<file path="config.mk">
export PLATFORM = sky130hd
export DESIGN_NAME = display_mux_ctrl_flat
export DESIGN_NICKNAME = d
export VERILOG_FILES = /design/src/rtl/display_mux_ctrl_pkg.sv /design/src/rtl/display_mux_ctrl_if.sv /design/src/rtl/display_mux_ctrl_dwell_timer.sv /design/src/rtl/display_mux_ctrl.sv /design/src/flat_wrapper.sv
export SDC_FILE = /design/constraint.sdc
export NUM_CORES = 1
export LEC_CHECK = 0
export CAP_MARGIN = 25
export CORE_AREA = 10 10 71 73
export DETAILED_ROUTE_END_ITERATION = 7
export DIE_AREA = 0 0 81 83
export SYNTH_ARGS = -nofsm -noshare
export SYNTH_HDL_FRONTEND = slang
export SYNTH_SLANG_ARGS = --single-unit
</file>
<file path="constraint.sdc">
create_clock -name clk -period 4.22 [get_ports clk]
set_clock_uncertainty 0.2 [all_clocks]
set_input_delay 0.844 -clock clk [delete_from_list [all_inputs] [get_ports clk]]
set_output_delay 0.844 -clock clk [all_outputs]
set_load 0.05 [all_outputs]
</file>
<file path="src/rtl/display_mux_ctrl_pkg.sv">
// display_mux_pkg: shared types and constants for the dual-digit display
// multiplexer.
//   mux_state_t      : FSM state encoding (ON0, BLANK0, ON1, BLANK1)
//   AN_OFF/AN_D0/AN_D1 : active-low digit-enable patterns
package display_mux_pkg;

   typedef enum logic [1:0] {
      ON0    = 2'd0,
      BLANK0 = 2'd1,
      ON1    = 2'd2,
      BLANK1 = 2'd3
   } mux_state_t;

   localparam logic [1:0] AN_OFF = 2'b11;
   localparam logic [1:0] AN_D0  = 2'b10;
   localparam logic [1:0] AN_D1  = 2'b01;

endpackage

</file>
<file path="src/rtl/display_mux_ctrl_if.sv">
// display_mux_ctrl_if: signal bundle between the switch inputs, the shared
// seven-segment decoder path and the display multiplexer.
//   s1, s2   : switch nibbles for digit 0 / digit 1 (already synchronized)
//   seg_sel  : nibble presented to the shared decoder
//   an       : active-low digit enables, an[0] = digit 0, an[1] = digit 1
//   digit    : index of the digit seg_sel belongs to
//   sum      : registered s1 + s2 for the LED bar
//   state    : current FSM state, exported for observation
// No handshake: every signal is a level, sampled or updated on each clk edge.
// slave modport is the multiplexer; master modport is its environment.
interface display_mux_ctrl_if;
   import display_mux_pkg::*;

   logic [3:0] s1;
   logic [3:0] s2;
   logic [3:0] seg_sel;
   logic [1:0] an;
   logic       digit;
   logic [4:0] sum;
   mux_state_t state;

   modport master (
      output s1, s2,
      input  seg_sel, an, digit, sum, state
   );

   modport slave (
      input  s1, s2,
      output seg_sel, an, digit, sum, state
   );

endinterface

</file>
<file path="src/rtl/display_mux_ctrl_dwell_timer.sv">
// dwell_timer: counts clocks since the last clear.
//   clk, reset : clock and synchronous active-high reset
//   clear      : restart the count from zero on the next edge
//   limit      : dwell length in clocks (W+1 bits so the full dwell fits)
//   done       : high while count == limit-1 (last clock of the dwell)
module dwell_timer #(
   parameter int W = 8
) (
   input  logic       clk,
   input  logic       reset,
   input  logic       clear,
   input  logic [W:0] limit,
   output logic       done
);

   localparam int LW = W + 1;

   logic [W-1:0] count;

   always_ff @(posedge clk) begin
      if (reset || clear) begin
         count <= '0;
      end else begin
         count <= count + W'(1);
      end
   end

   assign done = ({1'b0, count} == (limit - LW'(1)));

endmodule

</file>
<file path="src/rtl/display_mux_ctrl.sv">
// display_mux_ctrl: time-multiplexes one seven-segment decoder between two
// digits, with a blanking interval around every digit change, and registers
// s1 + s2 for the LED bar.
//   clk, reset : clock and synchronous active-high reset
//   bus        : display_mux_ctrl_if.slave (s1/s2 in; seg_sel, an, digit,
//                sum, state out)
// Parameters: ON_CYCLES (clocks per digit visit, >= 1) and BLANK_CYCLES
// (clocks with both digits off between visits, >= 1).
module display_mux_ctrl
   import display_mux_pkg::*;
#(
   parameter int ON_CYCLES    = 24000,
   parameter int BLANK_CYCLES = 240
) (
   input  logic                 clk,
   input  logic                 reset,
   display_mux_ctrl_if.slave    bus
);

   localparam int MAX_DWELL = (ON_CYCLES > BLANK_CYCLES) ? ON_CYCLES : BLANK_CYCLES;
   localparam int CW        = (MAX_DWELL > 1) ? $clog2(MAX_DWELL) : 1;
   localparam int LW        = CW + 1;

   mux_state_t    state;
   logic [1:0]    an_q;
   logic [3:0]    seg_q;
   logic          digit_q;
   logic [4:0]    sum_q;
   logic [LW-1:0] limit;
   logic          done;

   assign limit = ((state == ON0) || (state == ON1)) ? LW'(ON_CYCLES) : LW'(BLANK_CYCLES);

   // The timer clears itself on the same edge the FSM leaves a state, so
   // the count always restarts from zero on state entry.
   dwell_timer #(.W(CW)) u_timer (
      .clk   (clk),
      .reset (reset),
      .clear (done),
      .limit (limit),
      .done  (done)
   );

   always_ff @(posedge clk) begin
      if (reset) begin
         state   <= BLANK1;
         an_q    <= AN_OFF;
         seg_q   <= 4'h0;
         digit_q <= 1'b0;
         sum_q   <= 5'h0;
      end else begin
         sum_q <= {1'b0, bus.s1} + {1'b0, bus.s2};
         if (done) begin
            case (state)
               ON0: begin
                  state <= BLANK0;
                  an_q  <= AN_OFF;
               end
               BLANK0: begin
                  // Nibble is captured only on window entry so it stays
                  // stable for the whole visit.
                  state   <= ON1;
                  an_q    <= AN_D1;
                  seg_q   <= bus.s2;
                  digit_q <= 1'b1;
               end
               ON1: begin
                  state <= BLANK1;
                  an_q  <= AN_OFF;
               end
               default: begin
                  state   <= ON0;
                  an_q    <= AN_D0;
                  seg_q   <= bus.s1;
                  digit_q <= 1'b0;
               end
            endcase
         end
      end
   end

   assign bus.state   = state;
   assign bus.an      = an_q;
   assign bus.seg_sel = seg_q;
   assign bus.digit   = digit_q;
   assign bus.sum     = sum_q;

endmodule
</file>
<file path="src/flat_wrapper.sv">
// flat-port wrapper written by rule: the top's interface ports become plain ports
module display_mux_ctrl_flat import display_mux_pkg::*;
#(
   parameter int ON_CYCLES    = 24000,
   parameter int BLANK_CYCLES = 240
)
  (clk, reset, bus_s1, bus_s2, bus_seg_sel, bus_an, bus_digit, bus_sum, bus_state);
  display_mux_ctrl_if bus_i ();
  input  logic clk;
  input  logic reset;
  input wire logic [$bits(bus_i.s1)-1:0] bus_s1;
  input wire logic [$bits(bus_i.s2)-1:0] bus_s2;
  output wire logic [$bits(bus_i.seg_sel)-1:0] bus_seg_sel;
  output wire logic [$bits(bus_i.an)-1:0] bus_an;
  output wire logic [$bits(bus_i.digit)-1:0] bus_digit;
  output wire logic [$bits(bus_i.sum)-1:0] bus_sum;
  output wire logic [$bits(bus_i.state)-1:0] bus_state;
  assign bus_i.s1 = bus_s1;
  assign bus_i.s2 = bus_s2;
  assign bus_seg_sel = bus_i.seg_sel;
  assign bus_an = bus_i.an;
  assign bus_digit = bus_i.digit;
  assign bus_sum = bus_i.sum;
  assign bus_state = bus_i.state;
  display_mux_ctrl #(.ON_CYCLES(ON_CYCLES), .BLANK_CYCLES(BLANK_CYCLES)) u_core (.clk(clk), .reset(reset), .bus(bus_i));
endmodule
</file>
### After elaboration in Yosys (flattened, before gate mapping)

Index checks and enable logic that the tools add are counted.

* input bits: 10
* bits in registers: 29
* logic and storage cells: 23
* output and inout bits: 14

* reduce and logical (&&, ||, !) cells: 5
* equality and inequality tests: 3
* muxes and demuxes: 5
* add/subtract/negate cells: 3
* bitwise gates (word level): 1

Operators by type and width (count)
* == test 15 x 16 -> 1 bit: 1
* subtractor 16 x 1 -> 16 bit, second input constant: 1
* adder 15 x 1 -> 15 bit, second input constant: 1
* 2-to-1 mux 15 bit: 1
* one-hot mux 4 bit (2 select lines): 1
* one-hot mux 2 bit (3 select lines): 1
* adder 4 x 4 -> 5 bit: 1
* one-hot mux 2 bit (2 select lines): 1
* == test 2 x 1 -> 1 bit, second input constant: 1
* == test 2 bit, second input constant: 1
* zero test 2 bit: 1
* logical OR 1 bit: 2
* one-hot mux 1 bit (2 select lines): 1
* AND reduction 2 bit: 1
* OR reduction 2 bit: 1
* NOT 1 bit: 1

### Longest topological paths before layout

Gate-level depths: netlist of the first run.

* depth in word-level cells: 6
* depth in mapped cells: 7
* depth with buffers taken out: 5

### Modules after synthesis

Synthesis of the first run repeated with hierarchy kept, for this count alone.

* cells, all modules: 233
* area total of the unflattened synthesis: 1930.6 µm²

Modules (own cells, without submodules)
* dwell_timer: instances 1, sequential area each 300.3 µm², cells an instance 159, area an instance 1232.4 µm²
* display_mux_ctrl: instances 1, sequential area each 280.3 µm², cells an instance 74, area an instance 698.2 µm²

### Least setup slack after synthesis of the first run

No wires, ideal clock.

* path type: reg-to-reg
* start point: register u_core.state[0], in the netlist u_core.bus.state[0]
* end point: register u_core.digit_q, in the netlist u_core.bus.digit
* data required time: 3.901 ns
* cell stages (with the launch flop): 7
* setup slack: 1.984 ns
* arrival: 1.916 ns
* path through: dfxtp_1 -> inv_1 -> ha_1 -> nor2_1 -> or4b_1 -> buf_6 -> mux2i_1

* cells in the longest elaborated chain, start to end: 6
* elaborated cells on any way between the ends: 11
* classes of those cells: 1 x add/sub; 3 x eq/ne; 2 x mux; 1 x bitwise; 4 x reduce/logical

RTL lines
* start: declaration: RTL line display_mux_ctrl.sv:24 `mux_state_t state;`
* start signal: assignment: RTL line display_mux_ctrl.sv:46 `state <= BLANK1;`
* start signal: assignment: RTL line display_mux_ctrl.sv:56 `state <= BLANK0;`
* start signal: assignment: RTL line display_mux_ctrl.sv:62 `state <= ON1;`
* == test 2 bit / zero test 2 bit (equally long branches): RTL line display_mux_ctrl.sv:32, display_mux_ctrl.sv:54
* logical OR 1 bit: RTL line display_mux_ctrl.sv:32 `assign limit = ((state == ON0) || (state == ON1)) ? LW'(ON_CYCLES) : LW'(BLANK_CYCLES);`
* 2-to-1 mux 15 bit: RTL line display_mux_ctrl.sv:32
* subtractor 16 x 1 -> 16 bit: RTL line display_mux_ctrl_dwell_timer.sv:28 `assign done = ({1'b0, count} == (limit - LW'(1)));`
* == test 15 x 16 -> 1 bit: RTL line display_mux_ctrl_dwell_timer.sv:28
* AND reduction 2 bit (no source line)
* end signal: assignment: RTL line display_mux_ctrl.sv:49 `digit_q <= 1'b0;`
* end signal: assignment: RTL line display_mux_ctrl.sv:65 `digit_q <= 1'b1;`
* end signal: assignment: RTL line display_mux_ctrl.sv:75 `digit_q <= 1'b0;`
* end: declaration: RTL line display_mux_ctrl.sv:27 `logic digit_q;`

Parallel ways exist; a longest one is shown, timed or not.
A chain may end at the register's enable or synchronous reset.

### Worst setup path after layout of the first run

* start point: register u_core.state[0], in the netlist u_core.bus.state[0]
* end point: output bus_state[0]

RTL lines
* end: declaration: RTL line flat_wrapper.sv:17 `output wire logic [$bits(bus_i.state)-1:0] bus_state;`

No word-level cell between the ends.

==> out/results.ini, run 1 <==
[run_status]
status=finished, final reports clean

[sta]
relSlewSlack_pct=63.9
slew_viol_final=0
rsz0062_at_grt=no
worst_slew_pin_slew_ps=538
max_freq_mhz=376
tns_ps=0
finalSetupViolCount=0
fin_crit_sh_pct=63.0
hold_viol=0
fin_crit_ps=2660
fin_hold_ws_ps=257

[synth]
syn_inst=150
synth-compound-area-share_pct=7.84
synth_seq_cells=29
synth_simple_gate_area_share_pct=22.4
synth-xor-area-share_pct=6.71
synthMuxAreaShare_pct=8.71
synth_warnings=0
syn_area_per_cell_sq_um=9.58
synthAdderAreaFrac_pct=10.1
syn-cell-area_sq_mm=0.00144
syn-num-nets=171
yosysUniqueCellTypes=34
ys_seq_area_share_pct=40.4
synth_top_family_by_area=simple AND/OR/NAND/NOR gates

[power_and_ir_drop]
seqPwrFrac_pct=47.8
clockPowerShare_pct=41.1
switchingPower_uw=139
power.density_mw_per_mm2=332
ir_drop_mv=0.206
p_int_uw=457
pwr-share-comb_pct=11.1
swShare_pct=23.3
leakage_uw=0.000738

[die]
rows=22
pin_count=24
die_h_microns=83
die-area_sq_mm=0.00672
initial_utilization_pct=39.5
core_area_sq_mm=0.00363
die_w_microns=81

[route]
remaining_drc_errors=0
via_count=1117
routed_via_density=4.96
drt_iter0_markers=24
wl_per_cell_microns=12.9
postRouteAntennaNets=0
dr.pass1.iters=4
routed_wl_mm=2.91

[critical_path]
crit_type=reg -> out
path_depth=1
crit_family=buffers and inverters
critPathRequiredTime_ps=3180
end_kind=output port
critPathMaxStageDelay_ps=870
path_cells=clkdlybuf4s50_1
worstPathMaxFanout=7
startpoint_type=register
r2r-start=u_core.u_timer.count[0]
worstSetupStartpoint=u_core.bus.state[0]
worstPathArrival_ps=1610
r2r_cells=5
critical_path_buf_inv_count=1
slowest_stage=clkdlybuf4s50_1

[cells_and_area]
instances_no_fill=225
finalNetCount=197
drive_gt1_share_pct=11.9
syn2layout_area_growth_pct=25.0
diodes=0

[min_path]
min_path_cells=2
hp-start=u_core.bus.seg_sel[2]
hp-class=reg -> reg

[cts]
cts_tree=built
clk_path_buf_depth=2
postCtsSetupRepairBufs=0
hold_buffers=0
numCtsBuffers=5
clk_pin_slew_ps=50
clock-sinks=29
cts-root-buf=clkbuf_8
post_cts_resized=0
h-tree-depth=2
clock_latency_ps=270

[global_route]
grtUsageTotal_pct=8.73
grt_antenna_before_repair=0
grt_overflow=0
grt_pass1_vias=1075
grt_pass1_wl_mm=4.71
grt_max_degree=16

[place]
io_buffer_count=23
dp.cells=216
dpl.hpwl_mm=2.23
gp_congestion=0.796

[run]
cap_violations=0

==> cells by family after synthesis <==
group	after synthesis
AO/OA/AOI/OAI	17
flip-flops	29
buffers and inverters	9
multiplexers	12
adder cells (fa/ha/maj)	11
XOR/XNOR	11
AND/OR/NAND/NOR	61
==> metrics by stage <==
step                      total power, uW  utilization [%]  cell area, sq um  worst slack [ps]
final                                 595             49.4              1800              1560
after global routing                  629             49.4              1800              1490
after CTS                             608             49.2              1790              1530
after detailed placement              357             46.4              1690              1530
after global placement                356             46.4              1690              1630
after floorplan                       332                -              1440              1980
==> Yosys cell counts (all sizes together) <==
library cell	n	share of area, %
dfxtp	29	40
nor2	21	5.5
nand2	15	3.9
ha	10	8.7
mux2i	8	5.6
xor2	8	4.9
a21oi	7	2.7
nand3	5	1.7
o21ai	5	1.7
or3	5	2.2
inv	4	1.0
mux2	4	3.1
nor2b	4	1.7
buf	3	1.9
nand4	3	2.4
xnor2	3	1.8
a21o	2	1.0
and3	2	0.96
and4	2	1.3
a31oi	1	0.87
and4b	1	0.78
clkbuf	1	0.26
dlygate4sd1	1	0.61
fa	1	1.4
nor3	1	0.35
nor4	1	0.87
o311ai	1	0.61
o31ai	1	0.87
or4b	1	0.70
==> power by group through the flow <==
stage / combinational [uW] / sequential [uW] / clock (uW)
2_1_floorplan: 24.2 / 307 / 0
3_3_place_gp: 65.7 / 290 / 0
3_5_place_dp: 66.0 / 291 / 0
4_1_cts: 66.5 / 285 / 257
5_1_grt: 71.5 / 285 / 272
6_report: 66.1 / 285 / 245
==> placed cells by master (no fill, tap or decap) <==
master,netlist,final
a31oi_2,1,1
clkdlybuf4s50_1,0,23
and4_2,1,1
inv_1,4,4
clkbuf_8,0,7
mux2i_1,8,8
fa_1,1,1
clkinv_2,0,1
nor2_1,21,21
and4_1,1,1
xnor2_1,3,3
nand3_1,5,5
o311ai_0,1,1
nor4_2,1,1
a21o_1,2,2
and3_1,1,1
a21oi_1,6,6
nor3_1,1,1
o31ai_2,1,1
nand4_1,2,2
a21oi_2,1,1
buf_4,0,1
nand4_4,1,1
or4b_1,1,1
ha_1,10,10
mux2_2,4,4
xor2_1,8,8
or3_1,5,5
o21ai_0,5,5
and4b_2,1,1
nand2_1,15,15
dfxtp_1,29,29
and3_2,1,1
nor2b_1,4,4
==> final cells by class <==
| class | instances | area [sq um] |
|---|---|---|
| fillers | 351 | 1840 |
| clock buffers | 7 | 96.3 |
| clock inverters | 1 | 5.00 |
| inverters | 4 | 15.0 |
| flip-flops and latches | 29 | 581 |
| repair buffers | 24 | 238 |
| multi-input cells | 112 | 801 |
| well taps | 48 | 60.1 |
==> registers in the layout (all words and copies together) (netlist names) <==
register / flops
u_core.bus.sum: 5
u_core.bus.state: 2
u_core.u_timer.count: 15
u_core.bus.seg_sel: 4
u_core.bus.an: 2
u_core.bus.digit: 1
==> final timing paths <==
kind                           end  slack (ps)
max                   bus_state[0]        1560
min          u_core.bus.seg_sel[2]         260
max reg2reg  u_core.bus.seg_sel[1]        1920
min reg2reg  u_core.bus.seg_sel[2]         260
==> per-layer routing <==
| layer | global-route usage (%) | wire [microns] | up-vias |
|---|---|---|---|
| met3 | 4.20 | 198 | 6 |
| met4 | 4.69 | 54 | 0 |
| met5 | 0 | 0 | - |
| li1 | - | - | 567 |
| met1 | 8.56 | 1210 | 521 |
| met2 | 14.6 | 1450 | 23 |
Power figures use the tool's default switching activity.
==> inputs of run 2 (changes only) <==
Clock period 4.22 ns to 2.4 ns, I/O delays scaled along.
==> run 2 against run 1 <==
  * Sequential power increased by 75%
  * Hold slack is essentially flat
  * Cell area grew 0.14%
  * Combinational power increased by 79%
  * Sequential share of layout area about the same
  * First-iteration DRC count shrank 21%
  * Count of clock-buffer cells in the layout fell by 2
  * Flip-flop and latch count stayed put
  * Critical endpoint unchanged
  * Non-clock buffer count up 4
  * Die area stayed put
  * Setup slack worse by 1500 ps
  * Largest power group unchanged
==> out/results.ini, run 2 (synthesized netlist as in run 1, its figures left out) <==
[cts]
postCtsSetupRepairBufs=0  ; unchanged
post_cts_resized=0  ; unchanged
h-tree-depth=2  ; unchanged
cts-root-buf=clkbuf_8  ; unchanged
clock_latency_ps=280  ; was 270 ps
clock-sinks=29  ; unchanged
hold_buffers=0  ; unchanged
numCtsBuffers=5  ; unchanged
cts_tree=built  ; unchanged
clk_path_buf_depth=2  ; unchanged
clk_pin_slew_ps=60  ; was 50 ps

[global_route]
grtUsageTotal_pct=8.95  ; was 8.73%
grt_pass1_vias=1096  ; was 1,075
grt_pass1_wl_mm=4.81  ; was 4.71 mm
grt_overflow=0  ; unchanged
grt_antenna_before_repair=0  ; unchanged
grt_max_degree=16  ; unchanged

[sta]
hold_viol=0  ; unchanged
relSlewSlack_pct=65.1  ; was 63.9%
tns_ps=0  ; unchanged
finalSetupViolCount=0  ; unchanged
rsz0062_at_grt=no  ; unchanged
max_freq_mhz=434
slew_viol_final=0  ; unchanged
worst_slew_pin_slew_ps=522  ; was 538 ps
fin_crit_ps=2310
fin_crit_sh_pct=96.1

[power_and_ir_drop]
power.density_mw_per_mm2=541  ; was 332 mW/mm^2
swShare_pct=24.3  ; was 23.3%
leakage_uw=0.000744  ; was 0.000738 uW
seqPwrFrac_pct=51.4  ; was 47.8%
pwr-share-comb_pct=12.1  ; was 11.1%
p_int_uw=737  ; was 457 uW
switchingPower_uw=237  ; was 139 uW
clockPowerShare_pct=36.5  ; was 41.1%
ir_drop_mv=0.330  ; was 0.206 mV
total_power_uw=973  ; was 595 uW

[cells_and_area]
largest_register_ffs=15  ; unchanged
drive_gt1_share_pct=12.8  ; was 11.9%
diodes=0  ; unchanged
finalNetCount=201  ; was 197
fillers=364  ; was 351
layout_commonest_cell=dfxtp_1  ; unchanged
syn2layout_area_growth_pct=25.2  ; was 25.0%
top_register=u_core.u_timer.count  ; unchanged
mostFrequentLayoutCells=dfxtp_1, clkdlybuf4s50_1, nor2_1  ; unchanged

[critical_path]
startpoint_type=register  ; unchanged
critPathRequiredTime_ps=1720  ; was 3180 ps
critPathMaxStageDelay_ps=870  ; about the same
crit_family=buffers and inverters  ; unchanged
path_cells=clkdlybuf4s50_1  ; unchanged
worstPathMaxFanout=7  ; unchanged
worstPathArrival_ps=1630  ; was 1610 ps
crit_type=reg -> out  ; unchanged
path_depth=1  ; unchanged
critical_path_buf_inv_count=1  ; unchanged
r2r_cells=5  ; unchanged
r2r_slack_ps=250  ; was 1920 ps
slowest_stage=clkdlybuf4s50_1  ; unchanged
end_kind=output port  ; unchanged

[route]
postRouteAntennaNets=0  ; unchanged
drt_iter0_markers=19  ; was 24
dr.max_layer_used=met4  ; unchanged
routed_via_density=4.82  ; was 4.96
drt-met1-wl_mm=1.14  ; was 1.21 mm
routed_wl_mm=2.88  ; was 2.91 mm
dr_wl_met2_mm=1.49  ; was 1.45 mm
via_count=1094  ; was 1,117
wl_met3_microns=204  ; was 198 microns
remaining_drc_errors=0  ; unchanged
wl_per_cell_microns=12.7  ; was 12.9 microns
dr.pass1.iters=2  ; was 4

[die]
die-area_sq_mm=0.00672  ; unchanged
die_h_microns=83  ; unchanged
die_w_microns=81  ; unchanged
rows=22  ; unchanged
pin_count=24  ; unchanged
initial_utilization_pct=39.5  ; unchanged
core_area_sq_mm=0.00363  ; unchanged

[min_path]
hp-class=reg -> reg  ; unchanged
min_path_cells=2  ; unchanged

[place]
dpl.hpwl_mm=2.29  ; was 2.23 mm
io_buffer_count=23  ; unchanged
gp_congestion=0.772  ; was 0.796

[run_status]
status=finished, final reports clean  ; unchanged

[run]
cap_violations=0  ; unchanged

## run 2: cell count changes in the layout (fill, tap and decap cells not counted)
cell / delta
clkbuf_8: -2
buf_4: +4
## run 2: layer usage
layer	vias to the layer above	track usage, %
li1	573	-
met1	495	9.22
met2	20	15.1
met3	6	4.09
met4	0	3.76
met5	-	0
## run 2: power by group through the flow
stage	Combinational, uW	Sequential (uW)	Clock [uW]
floorplan	42.5	541	0
global placement	118	510	0
detailed placement	119	511	0
CTS	121	500	375
global route	129	502	393
finish	118	500	355
## run 2: path summary, 6_finish.rpt
check,start,to
worst min-delay path,u_core.bus.seg_sel[2],u_core.bus.seg_sel[2]
worst min register to register,u_core.bus.seg_sel[2],u_core.bus.seg_sel[2]
worst max-delay path,u_core.bus.state[0],bus_state[0]
worst max register to register,u_core.u_timer.count[0],u_core.bus.seg_sel[1]
## run 2: metrics by stage
| stage | cell area (sq um) | worst slack [ps] | util (%) | instances | hold slack, ps |
|---|---|---|---|---|---|
| global placement | 1720 | 208 | 47.5 | 221 | 243 |
| floorplan | 1440 | 164 | - | 150 | 226 |
| detailed placement | 1720 | 173 | 47.5 | 221 | 253 |
| finish | 1800 | 94.6 | 49.5 | 227 | 257 |
| global route | 1800 | 52.6 | 49.5 | 227 | 287 |
| CTS | 1800 | 78.1 | 49.5 | 227 | 263 |
## run 2: layout make-up
class                      instances  area [sq um]  share of cell area, %
clock buffer                       5          68.8                   3.83
clock inverter                     1          5.00                  0.278
inverter                           4          15.0                  0.835
multi-input combinational        112           801                   44.5
sequential                        29           581                   32.3
tap                               48          60.1                   3.34
timing repair buffer              28           268                   14.9
